File: config.mk
export PLATFORM = sky130hd
export DESIGN_NAME = fetch_ctrl_flat
export DESIGN_NICKNAME = d
export VERILOG_FILES = /design/src/rtl/fetch_ctrl_if.sv /design/src/rtl/fetch_ctrl.sv /design/src/flat_wrapper.sv
export SDC_FILE = /design/constraint.sdc
export NUM_CORES = 1
export LEC_CHECK = 0
export CORE_ASPECT_RATIO = 1.75
export CORE_UTILIZATION = 35
export CTS_CLUSTER_SIZE = 10
export DETAILED_ROUTE_END_ITERATION = 7
export PLACE_DENSITY = 0.66
export SLEW_MARGIN = 0
export SYNTH_ARGS = -nofsm -noshare
export SYNTH_HDL_FRONTEND = slang
export SYNTH_SLANG_ARGS = --single-unit
export TNS_END_PERCENT = 50
File: constraint.sdc
create_clock -name clk -period 2.23 [get_ports clk]
set_clock_uncertainty 0.05 [all_clocks]
set_input_delay 0.3345 -clock clk [delete_from_list [all_inputs] [get_ports clk]]
set_output_delay 0.3345 -clock clk [all_outputs]
set_load 0.02 [all_outputs]
File: src/rtl/fetch_ctrl_if.sv
// ---------------------------------------------------------------------------
// fetch_ctrl_if -- bus bundle between the fetch controller, instruction
// memory and the downstream consumer.
//
// Signals (direction as seen from the fetch controller, modport master):
//   imem_req_o     out  instruction-memory request
//   imem_addr_o    out  fetch address
//   imem_ack_i     in   memory acknowledge, imem_rdata_i valid same cycle
//   imem_rdata_i   in   returned instruction word
//   instr_valid_o  out  held instruction valid for downstream
//   instr_ready_i  in   downstream accept
//   instr_o        out  held instruction
//   instr_pc_o     out  address of instr_o
// The slave modport is the memory/consumer side of the same wires.
// ---------------------------------------------------------------------------
interface fetch_ctrl_if #(
   parameter int WIDTH = 32
);
   logic             imem_req_o;
   logic [WIDTH-1:0] imem_addr_o;
   logic             imem_ack_i;
   logic [WIDTH-1:0] imem_rdata_i;
   logic             instr_valid_o;
   logic             instr_ready_i;
   logic [WIDTH-1:0] instr_o;
   logic [WIDTH-1:0] instr_pc_o;

   modport master (
      output imem_req_o, imem_addr_o, instr_valid_o, instr_o, instr_pc_o,
      input  imem_ack_i, imem_rdata_i, instr_ready_i
   );

   modport slave (
      input  imem_req_o, imem_addr_o, instr_valid_o, instr_o, instr_pc_o,
      output imem_ack_i, imem_rdata_i, instr_ready_i
   );
endinterface

File: src/rtl/fetch_ctrl.sv
// ---------------------------------------------------------------------------
// fetch_ctrl -- single-outstanding instruction fetch controller.
//
// Issues one instruction-memory request at a time, holds the returned word
// in a one-entry output buffer until downstream accepts it, and handles
// branch redirects arriving while idle, while a request is outstanding, or
// while the buffer is full.
//
// Ports:
//   clk              in   clock, rising edge
//   rst              in   asynchronous reset, active low
//   branch_i         in   redirect request
//   branch_target_i  in   redirect address (WIDTH)
//   bus              fetch_ctrl_if.master (memory + downstream handshake)
//   misalign_o       out  sticky misaligned-redirect flag (only when
//                         FETCH_ALIGN_CHECK_EN is defined)
//
// Configuration macro FETCH_ALIGN_CHECK_EN:
//   defined   -> redirects with target[1:0]!=0 are ignored and flagged
//   undefined -> target[1:0] is forced to zero on every redirect
// ---------------------------------------------------------------------------
module fetch_ctrl #(
   parameter int               WIDTH    = 32,
   parameter logic [WIDTH-1:0] RESET_PC = '0
) (
   input  logic             clk,
   input  logic             rst,
   input  logic             branch_i,
   input  logic [WIDTH-1:0] branch_target_i,
   fetch_ctrl_if.master     bus
`ifdef FETCH_ALIGN_CHECK_EN
   ,
   output logic             misalign_o
`endif
);

   typedef enum logic [1:0] {IDLE, FETCH, FULL} state_t;

   state_t           state_q, state_d;
   logic [WIDTH-1:0] pc_q, pc_d;
   logic [WIDTH-1:0] redir_q, redir_d;
   logic             redir_pend_q, redir_pend_d;
   logic [WIDTH-1:0] instr_q, instr_d;
   logic [WIDTH-1:0] instr_pc_q, instr_pc_d;
   logic             instr_valid_q, instr_valid_d;

   // Qualified redirect: br_take says the redirect is acted on, br_tgt is
   // the address it goes to.
   logic             br_take;
   logic [WIDTH-1:0] br_tgt;

   function automatic logic [WIDTH-1:0] word_align(input logic [WIDTH-1:0] a);
      return a & ~WIDTH'(3);
   endfunction

`ifdef FETCH_ALIGN_CHECK_EN
   logic misalign_q, misalign_d;
   logic br_misaligned;

   assign br_misaligned = branch_i && (branch_target_i[1:0] != 2'b00);
   assign br_take       = branch_i && !br_misaligned;
   assign br_tgt        = branch_target_i;
   assign misalign_o    = misalign_q;

   always_comb begin
      misalign_d = misalign_q | br_misaligned;
   end

   always_ff @(posedge clk or negedge rst) begin
      if (!rst) misalign_q <= 1'b0;
      else      misalign_q <= misalign_d;
   end
`else
   assign br_take = branch_i;
   assign br_tgt  = word_align(branch_target_i);
`endif

   // State and datapath registers; an ack seen while rst is low is ignored
   // because the reset branch dominates.
   always_ff @(posedge clk or negedge rst) begin
      if (!rst) begin
         state_q       <= IDLE;
         pc_q          <= RESET_PC;
         redir_q       <= '0;
         redir_pend_q  <= 1'b0;
         instr_q       <= '0;
         instr_pc_q    <= '0;
         instr_valid_q <= 1'b0;
      end else begin
         state_q       <= state_d;
         pc_q          <= pc_d;
         redir_q       <= redir_d;
         redir_pend_q  <= redir_pend_d;
         instr_q       <= instr_d;
         instr_pc_q    <= instr_pc_d;
         instr_valid_q <= instr_valid_d;
      end
   end

   // Next-state logic. An ack that coincides with a redirect (live or
   // latched) keeps the FSM in FETCH so the refetch starts immediately.
   always_comb begin
      state_d = state_q;
      unique case (state_q)
         IDLE:    state_d = FETCH;
         FETCH:   if (bus.imem_ack_i && !br_take && !redir_pend_q) state_d = FULL;
         FULL:    if (br_take || bus.instr_ready_i) state_d = FETCH;
         default: state_d = IDLE;
      endcase
   end

   // Datapath next values. pc only moves on an ack or outside FETCH, so the
   // request address stays stable while a request is outstanding.
   always_comb begin
      pc_d          = pc_q;
      redir_d       = redir_q;
      redir_pend_d  = redir_pend_q;
      instr_d       = instr_q;
      instr_pc_d    = instr_pc_q;
      instr_valid_d = instr_valid_q;
      unique case (state_q)
         IDLE: begin
            if (br_take) pc_d = br_tgt;
         end
         FETCH: begin
            if (bus.imem_ack_i) begin
               if (br_take) begin
                  // Live branch beats the latched target.
                  pc_d         = br_tgt;
                  redir_pend_d = 1'b0;
               end else if (redir_pend_q) begin
                  pc_d         = redir_q;
                  redir_pend_d = 1'b0;
               end else begin
                  instr_d       = bus.imem_rdata_i;
                  instr_pc_d    = pc_q;
                  instr_valid_d = 1'b1;
                  pc_d          = pc_q + WIDTH'(4);
               end
            end else if (br_take) begin
               redir_d      = br_tgt;
               redir_pend_d = 1'b1;
            end
         end
         FULL: begin
            if (br_take) begin
               instr_valid_d = 1'b0;
               pc_d          = br_tgt;
            end else if (bus.instr_ready_i) begin
               instr_valid_d = 1'b0;
            end
         end
         default: ;
      endcase
   end

   // Outputs
   always_comb begin
      bus.imem_req_o    = (state_q == FETCH);
      bus.imem_addr_o   = pc_q;
      bus.instr_valid_o = instr_valid_q;
      bus.instr_o       = instr_q;
      bus.instr_pc_o    = instr_pc_q;
   end

endmodule

File: src/flat_wrapper.sv
// flat-port wrapper written by rule: the top's interface ports become plain ports
module fetch_ctrl_flat 
#(
   parameter int               WIDTH    = 32,
   parameter logic [WIDTH-1:0] RESET_PC = '0
)
  (clk, rst, branch_i, branch_target_i, bus_imem_req_o, bus_imem_addr_o, bus_instr_valid_o, bus_instr_o, bus_instr_pc_o, bus_imem_ack_i, bus_imem_rdata_i, bus_instr_ready_i);
  fetch_ctrl_if #(.WIDTH(WIDTH)) bus_i ();
  input  logic clk;
  input  logic rst;
  input  logic branch_i;
  input  logic [WIDTH-1:0] branch_target_i;
  output wire logic [$bits(bus_i.imem_req_o)-1:0] bus_imem_req_o;
  output wire logic [$bits(bus_i.imem_addr_o)-1:0] bus_imem_addr_o;
  output wire logic [$bits(bus_i.instr_valid_o)-1:0] bus_instr_valid_o;
  output wire logic [$bits(bus_i.instr_o)-1:0] bus_instr_o;
  output wire logic [$bits(bus_i.instr_pc_o)-1:0] bus_instr_pc_o;
  input wire logic [$bits(bus_i.imem_ack_i)-1:0] bus_imem_ack_i;
  input wire logic [$bits(bus_i.imem_rdata_i)-1:0] bus_imem_rdata_i;
  input wire logic [$bits(bus_i.instr_ready_i)-1:0] bus_instr_ready_i;
  assign bus_imem_req_o = bus_i.imem_req_o;
  assign bus_imem_addr_o = bus_i.imem_addr_o;
  assign bus_instr_valid_o = bus_i.instr_valid_o;
  assign bus_instr_o = bus_i.instr_o;
  assign bus_instr_pc_o = bus_i.instr_pc_o;
  assign bus_i.imem_ack_i = bus_imem_ack_i;
  assign bus_i.imem_rdata_i = bus_imem_rdata_i;
  assign bus_i.instr_ready_i = bus_instr_ready_i;
  fetch_ctrl #(.WIDTH(WIDTH), .RESET_PC(RESET_PC)) u_core (.clk(clk), .rst(rst), .branch_i(branch_i), .branch_target_i(branch_target_i), .bus(bus_i));
endmodule
==> impl_results.md, run 1 <==
- Status: finished clean
- Ant diodes: 0
- Vias post-DR: between 5,000 and 6,000
- Final setup viols: 0
- CP Class: register to output port
- Share of the yosys chip area belonging to registers: about 53%
- Post-route DRC violation count: 0
- Worst EP arrival: 1.71 ns
- Share of layout cells above drive strength 1: 10.4%
- DR WL/cell: 16.1 microns
- DRT iter0 DRCs: 295
- First-pass GRT wire length: 26.7 mm
- Final Hold Viols: 0
- Yosys Warn Count: 0
- FF-to-FF setup slack: approximately 0.25 ns
- Crit path from: u_core.state_q[0]
- Synth top area cells: dfrtp_1 (53%), nand2_1 (14%), mux2_1 (5.7%)
- Post-Synth XOR/XNOR Area: 3.09%
- Row count: 62
- I/O pin count: 167
- Hold Crit Class: input port to register
- Post-route ant nets: 0
- Area growth, synth to finish: 44.8%
- Tot Pwr: 12,400 uW
- Post-synth EDFFs: 0
- Final Cycle Share: 94.0%
- Number of global-route vias before repair: ~5,000
- Crit path capture type: output port
- Core footprint: 16,500 sq um
- Largest net degree at the start of global routing: 60
- H-tree depth: 4
- Final worst slack: between 0.1 and 0.15 ns
- CTS clk-pin slew, worst paths: 0.06 ns
- Worst vdd ir: 0.000717 V
- Inst Count DP: 1,001
- Synth Cell Area: around 6000 sq um
- Worst endpoint required time: about 1.9 ns
- RSZ-0062 raised after global routing: false
- Adder-Cell Fraction of Synth Area: 0.210%
- Filler-free cell count of the finished design: 1,034
- Top-count cell post-synth: nand2_1
- Global route overflow: 0
- FFs w/ async S/R, synth: 100%
- Synth unique cells: 54
- Fin. max-slew vios: 0
- Routed Wire Length: 16.6 mm
- Main combinational cell family by area after synthesis: simple AND/OR/NAND/NOR gates
- Initial antenna violation count: 0
- Width of the die: 101 microns
- Fin Setup TNS: 0 ns
- Worst R2R Path Depth: 6
- Final Wtd Congestion: 0.821
- Top cell type's share of synthesized area: 53.0%
- Syn Inst Count: 623
- Dpl hpwl: 11.7 mm
- Static Leakage: about 0.0038 uW
- Clk sinks: 126
- Synth cell count leaders: nand2_1 (215), dfrtp_1 (126), mux2_1 (30), a21oi_1 (25), nand3_1 (21)
- Worst slew margin: between 60% and 70%
- Fmax: 477 MHz
- Crit Reg-Reg Endpoint: u_core.bus.imem_addr_o[28]
- Period minus WS final: between 2 and 2.5 ns
- Cell taking the most area after synthesis: dfrtp_1
- CTS root buffer: clkbuf_16
- Post-synthesis mux area share: 5.85%
- P per Cell Area: 1440 nW/um^2
- Startpoint types: register
- Ys flop type: dfrtp_1
- Synthesized flop and latch total: 126
- Critical Path End: bus_imem_req_o
- Nets: 867
- Clock buffer count from CTS: 17
- DR pass1 iterations: 4
- Full die area: about 18,000 sq um
- Initial Util: between 30% and 40%
- Max-capacitance violation count: 0
- GRT Total Usage: 19.9%
- Simple-Gate Fraction of Synth Area: 22.6%
- Syn Area/Cell: 9.54 sq um
- CP max FO: 7
- Vert. Die Dim: 174 microns
- Pre-CTS setup slack: 0.0542 ns
- Max clock buf depth: 2
- Slew @ Worst Pin: between 0.5 and 0.6 ns
- CTS tree: done
- Post-synthesis compound-gate area fraction: between 10% and 20%
- Later-pin clock latency in the skew report: 0.41 ns
- Worst reg2reg startpoint: u_core.bus.imem_addr_o[2]
- PortBufs: 160
- Avg Vias per Cell: 4.92
==> stage by stage <==
step | util [%] | instance area, sq um | hold WS (ns)
global route | 52.1 | 8610 | 0.396
floorplan | - | 5960 | -0.0111
global placement | 48.3 | 7990 | 0.310
CTS | 52.1 | 8610 | 0.381
finish | 52.1 | 8610 | 0.396
detailed placement | 48.3 | 7990 | 0.309
==> metal layers <==
layer  GRT usage, %  share of wire, %  vias up
li1               -                 -     2471
met1           21.8                38     2425
met2           36.2                55      154
met3           3.54               4.1       38
met4           10.1               3.6        0
met5              0                 0        -
==> final cells by class <==
cell class | count | area (sq um)
clock buffer | 17 | 425
clock inverter | 15 | 186
fill | 1505 | 7920
inverter | 3 | 11.3
multi-input combinational | 452 | 2570
sequential | 126 | 3150
tap | 224 | 280
timing repair buffer | 197 | 1980
==> worst max-delay path, stage by stage, from the launching register on <==
cell	delay [ns]
dfrtp_1	0.43
inv_2	0.10
nor2_1	0.14
clkdlybuf4s50_1	0.63
==> logic make-up (layout without fill, tap and decap cells) <==
| family | Yosys count | count (layout) |
|---|---|---|
| buffers and inverters | 48 | 232 |
| muxes | 31 | 31 |
| adders and majority gates | 1 | 1 |
| DFF | 126 | 126 |
| xor gates and xnor gates | 21 | 21 |
| other | 1 | 4 |
| and+or+nand+nor | 299 | 299 |
| AOI/OAI and AO/OA | 96 | 96 |
==> power breakdown <==
group	switching (uW)	internal, uW
clock	1100	1780
sequential	753	3310
combinational	2900	2580
total	4750	7660
==> worst min-delay path by stage <==
stage,from,endpoint,depth (start not counted)
2_1_floorplan,rst,u_core.bus.imem_addr_o[10],0
3_3_place_gp,rst,u_core.bus.instr_o[23],1
3_5_place_dp,rst,u_core.bus.instr_pc_o[3],1
4_1_cts,bus_imem_rdata_i[19],u_core.bus.instr_o[19],3
5_1_grt,bus_imem_rdata_i[7],u_core.bus.instr_o[7],3
6_report,bus_imem_rdata_i[14],u_core.bus.instr_o[14],3
==> timing repair <==
action,4_1_cts,5_1_grt
resized for setup,0,0
hold buffers,1,0
setup endpoints to repair,0,0
setup buffers,0,0
hold endpoints to repair,56,0
==> layout by cell type, fill, tap and decap left out, types with 9 or more instances in the layout <==
master / synthesis / routed
a21oi_1: 25 / 25
a32o_1: 9 / 9
and3_1: 14 / 14
buf_4: 7 / 28
clkbuf_16: 0 / 17
clkdlybuf4s50_1: 0 / 159
dfrtp_1: 126 / 126
mux2_1: 30 / 30
nand2_1: 215 / 214
nand3_1: 21 / 21
nand4_1: 13 / 13
nor2_1: 14 / 13
o21ai_0: 13 / 13
o21ai_1: 14 / 14
xor2_1: 14 / 14
==> state kept, by name, summed over array words and instances, names as in the netlist <==
register                  cells
u_core.bus.instr_o           32
u_core.state_q                2
u_core.bus.imem_addr_o       30
u_core.redir_pend_q           1
u_core.redir_q               30
u_core.bus.instr_pc_o        30
u_core.bus.instr_valid_o      1
No activity file was read; power rests on OpenSTA's default activity.
==> inputs of run 2 (changes only) <==
--- a/config.mk
+++ b/config.mk
@@ -5,11 +5,15 @@
 export SDC_FILE = /design/constraint.sdc
 export NUM_CORES = 1
 export LEC_CHECK = 0
+export CELL_PAD_IN_SITES_DETAIL_PLACEMENT = 1
+export CELL_PAD_IN_SITES_GLOBAL_PLACEMENT = 1
 export CORE_ASPECT_RATIO = 1.75
 export CORE_UTILIZATION = 35
 export CTS_CLUSTER_SIZE = 10
 export DETAILED_ROUTE_END_ITERATION = 7
-export PLACE_DENSITY = 0.66
+export GPL_ROUTABILITY_DRIVEN = 0
+export HOLD_SLACK_MARGIN = 0.05
+export PLACE_DENSITY = 0.82
 export SLEW_MARGIN = 0
 export SYNTH_ARGS = -nofsm -noshare
 export SYNTH_HDL_FRONTEND = slang
==> impl_results.md, run 2 (same netlist as run 1, synthesis figures left out) <==
- Nets: 873 (+0.69%)
- Max-capacitance violation count: 0 (unchanged)
- Period minus WS final: 2.05 ns (-0.0439 ns)
- WP buf/inv: 2 (unchanged)
- CTS clk-pin slew, worst paths: 0.06 ns (about the same)
- Post-route ant nets: 0 (unchanged)
- Crit path capture type: output port
- Width of the die: 101 microns (unchanged)
- Final Cycle Share: 92.1% (-2.0 points)
- Switching power: 4930 uW (+3.6%)
- Most frequent cells in the layout: nand2_1 (214), clkdlybuf4s50_1 (158), dfrtp_1 (126), buf_4 (35), mux2_1 (30)
- Vert. Die Dim: 174 microns (unchanged)
- Reg power frac: 32.4% (-0.3 points)
- DR pass1 iterations: 4 (unchanged)
- Commonest non-fill, non-tap cell in the layout: nand2_1
- RSZ-0062 raised after global routing: false
- Core footprint: 16,500 sq um (unchanged)
- Dpl hpwl: 14.2 mm (+21%)
- CTS tree: done
- Final worst slack: 0.177 ns (+0.0439 ns)
- GRT Total Usage: 23.8% (+3.8 points)
- Initial antenna violation count: 0 (unchanged)
- Ant diodes: 0 (unchanged)
- Area growth, synth to finish: 45.7%
- Startpoint types: register
- CP max FO: 5 (-2)
- CP max stage delay: 0.60 ns (-0.03 ns)
- Fmax: 487 MHz (+2.1%)
- Share of layout cells above drive strength 1: 10.9% (+0.54 points)
- Final Hold Viols: 0 (unchanged)
- H-tree depth: 4 (unchanged)
- Hold Crit Class: input port to asynchronous set/reset pin
- Worst endpoint required time: 1.85 ns (about the same)
- Global route overflow: 0 (unchanged)
- Worst slew margin: 63.2% (+2.8 points)
- Avg Vias per Cell: 5.26 (+6.9%)
- Crit-path cells: buf_4 > clkdlybuf4s50_1
- Fin. max-slew vios: 0 (unchanged)
- Vias post-DR: 5,470 (+7.5%)
- Max FFs per register: 32 (unchanged)
- Full die area: 17,500 sq um (unchanged)
- Fin Setup TNS: 0 ns (unchanged)
- First-pass GRT wire length: 32.0 mm (+20%)
- Final setup viols: 0 (unchanged)
- I/O pin count: 167 (unchanged)
- Routed Wire Length: 19.6 mm (+18%)
- Slowest cell on crit path: clkdlybuf4s50_1
- Worst R2R Path Depth: 6 (unchanged)
- Pint: 7810 uW (+1.9%)
- Worst EP arrival: 1.67 ns (-0.04 ns)
- Status: finished clean
- Slew @ Worst Pin: 0.547 ns (-0.0423 ns)
- DRT iter0 DRCs: 239 (-19%)
- Row count: 62 (unchanged)
- Pre-CTS setup slack: 0.00638 ns (-0.0478 ns)
- Post-route DRC violation count: 0 (unchanged)
- Combinational power share: 44.4% (+0.2 points)
- CP delay by family, top: buffers and inverters
- PortBufs: 160 (unchanged)
- Critical path depth: 2 (-1)
- Core Util, Final: 52.4% (+0.34 points)
- Static Leakage: 0.00385 uW (+0.76%)
- Worst vdd ir: 0.000699 V (-2.5%)
- CTS root buffer: clkbuf_16
- Clock share of power: 23.2% (about the same)
- Clk sinks: 126 (unchanged)
- Later-pin clock latency in the skew report: 0.41 ns (about the same)
- CP Class: register to output port
- P per Cell Area: 1470 nW/um^2 (+1.9%)
- Clock buffer count from CTS: 17 (unchanged)
- Net Sw Frac: 38.7% (+0.39 points)
- Number of global-route vias before repair: 6,218 (+23%)
- Largest net degree at the start of global routing: 45 (-25%)
- Max clock buf depth: 2 (unchanged)
- Initial Util: 36.0% (unchanged)
- DR WL/cell: 18.9 microns (+17%)
[run 2: timing repair]
item | CTS | global route
endpoints found under the hold margin | 38 | 0
gates resized for setup | 0 | 1
hold buffers | 1 | 0
endpoints found under the setup margin | 0 | 1
setup buffers | 0 | 0
[run 2: final timing paths]
check | endpoint | startpoint | slack, ns
max reg2reg | u_core.bus.imem_addr_o[28] | u_core.bus.imem_addr_o[2] | 0.31
min reg2reg | u_core.bus.instr_o[2] | u_core.bus.instr_o[2] | 0.42
max in group asynchronous | u_core.bus.imem_addr_o[5] | rst | 1.08
min | u_core.bus.instr_o[25] | rst | 0.35
max | bus_imem_addr_o[4] | u_core.bus.imem_addr_o[4] | 0.18
min in group clk | u_core.bus.instr_o[14] | bus_imem_rdata_i[14] | 0.41
[run 2: worst reg2reg max path: stages (launching register included)]
cell	delay (ns)
dfrtp_1	0.37
ha_1	0.18
nand4_1	0.21
nor3_2	0.47
nand4_1	0.19
o21ai_1	0.17
o21ba_2	0.18
[run 2: final cells by class]
type,count,area [sq um]
Fill cell,1874,7860
Sequential cell,126,3150
Multi-Input combinational cell,452,2570
Timing Repair Buffer,203,2020
Clock buffer,19,443
Tap cell,224,280
Clock inverter,13,190
Inverter,3,11.3
[run 2: per-layer routing]
layer / routed length, microns / track usage, %
met5: 0 / 0
met1: 7260 / 24.7
met2: 11100 / 44.7
met4: 580 / 12.0
met3: 661 / 3.82
[run 2: power by group through the flow]
stage / clock network (uW) / logic [uW] / registers [uW]
after floorplan: 0 / 1860 / 5010
after global placement: 0 / 5470 / 4040
after detailed placement: 0 / 5680 / 4150
after CTS: 3010 / 5730 / 4120
after global routing: 3110 / 6090 / 4240
final: 2950 / 5660 / 4130
[run 2: metrics by stage]
| step | instances | hold slack, ns | total power (uW) | instance area [sq um] |
|---|---|---|---|---|
| 6_report | 1040 | 0.354 | 12700 | 8660 |
| 3_5_place_dp | 1007 | 0.232 | 9830 | 8020 |
| 5_1_grt | 1040 | 0.377 | 13400 | 8660 |
| 2_1_floorplan | 626 | -0.0111 | 6870 | 5960 |
| 3_3_place_gp | 1007 | 0.226 | 9510 | 8020 |
| 4_1_cts | 1040 | 0.364 | 12900 | 8660 |
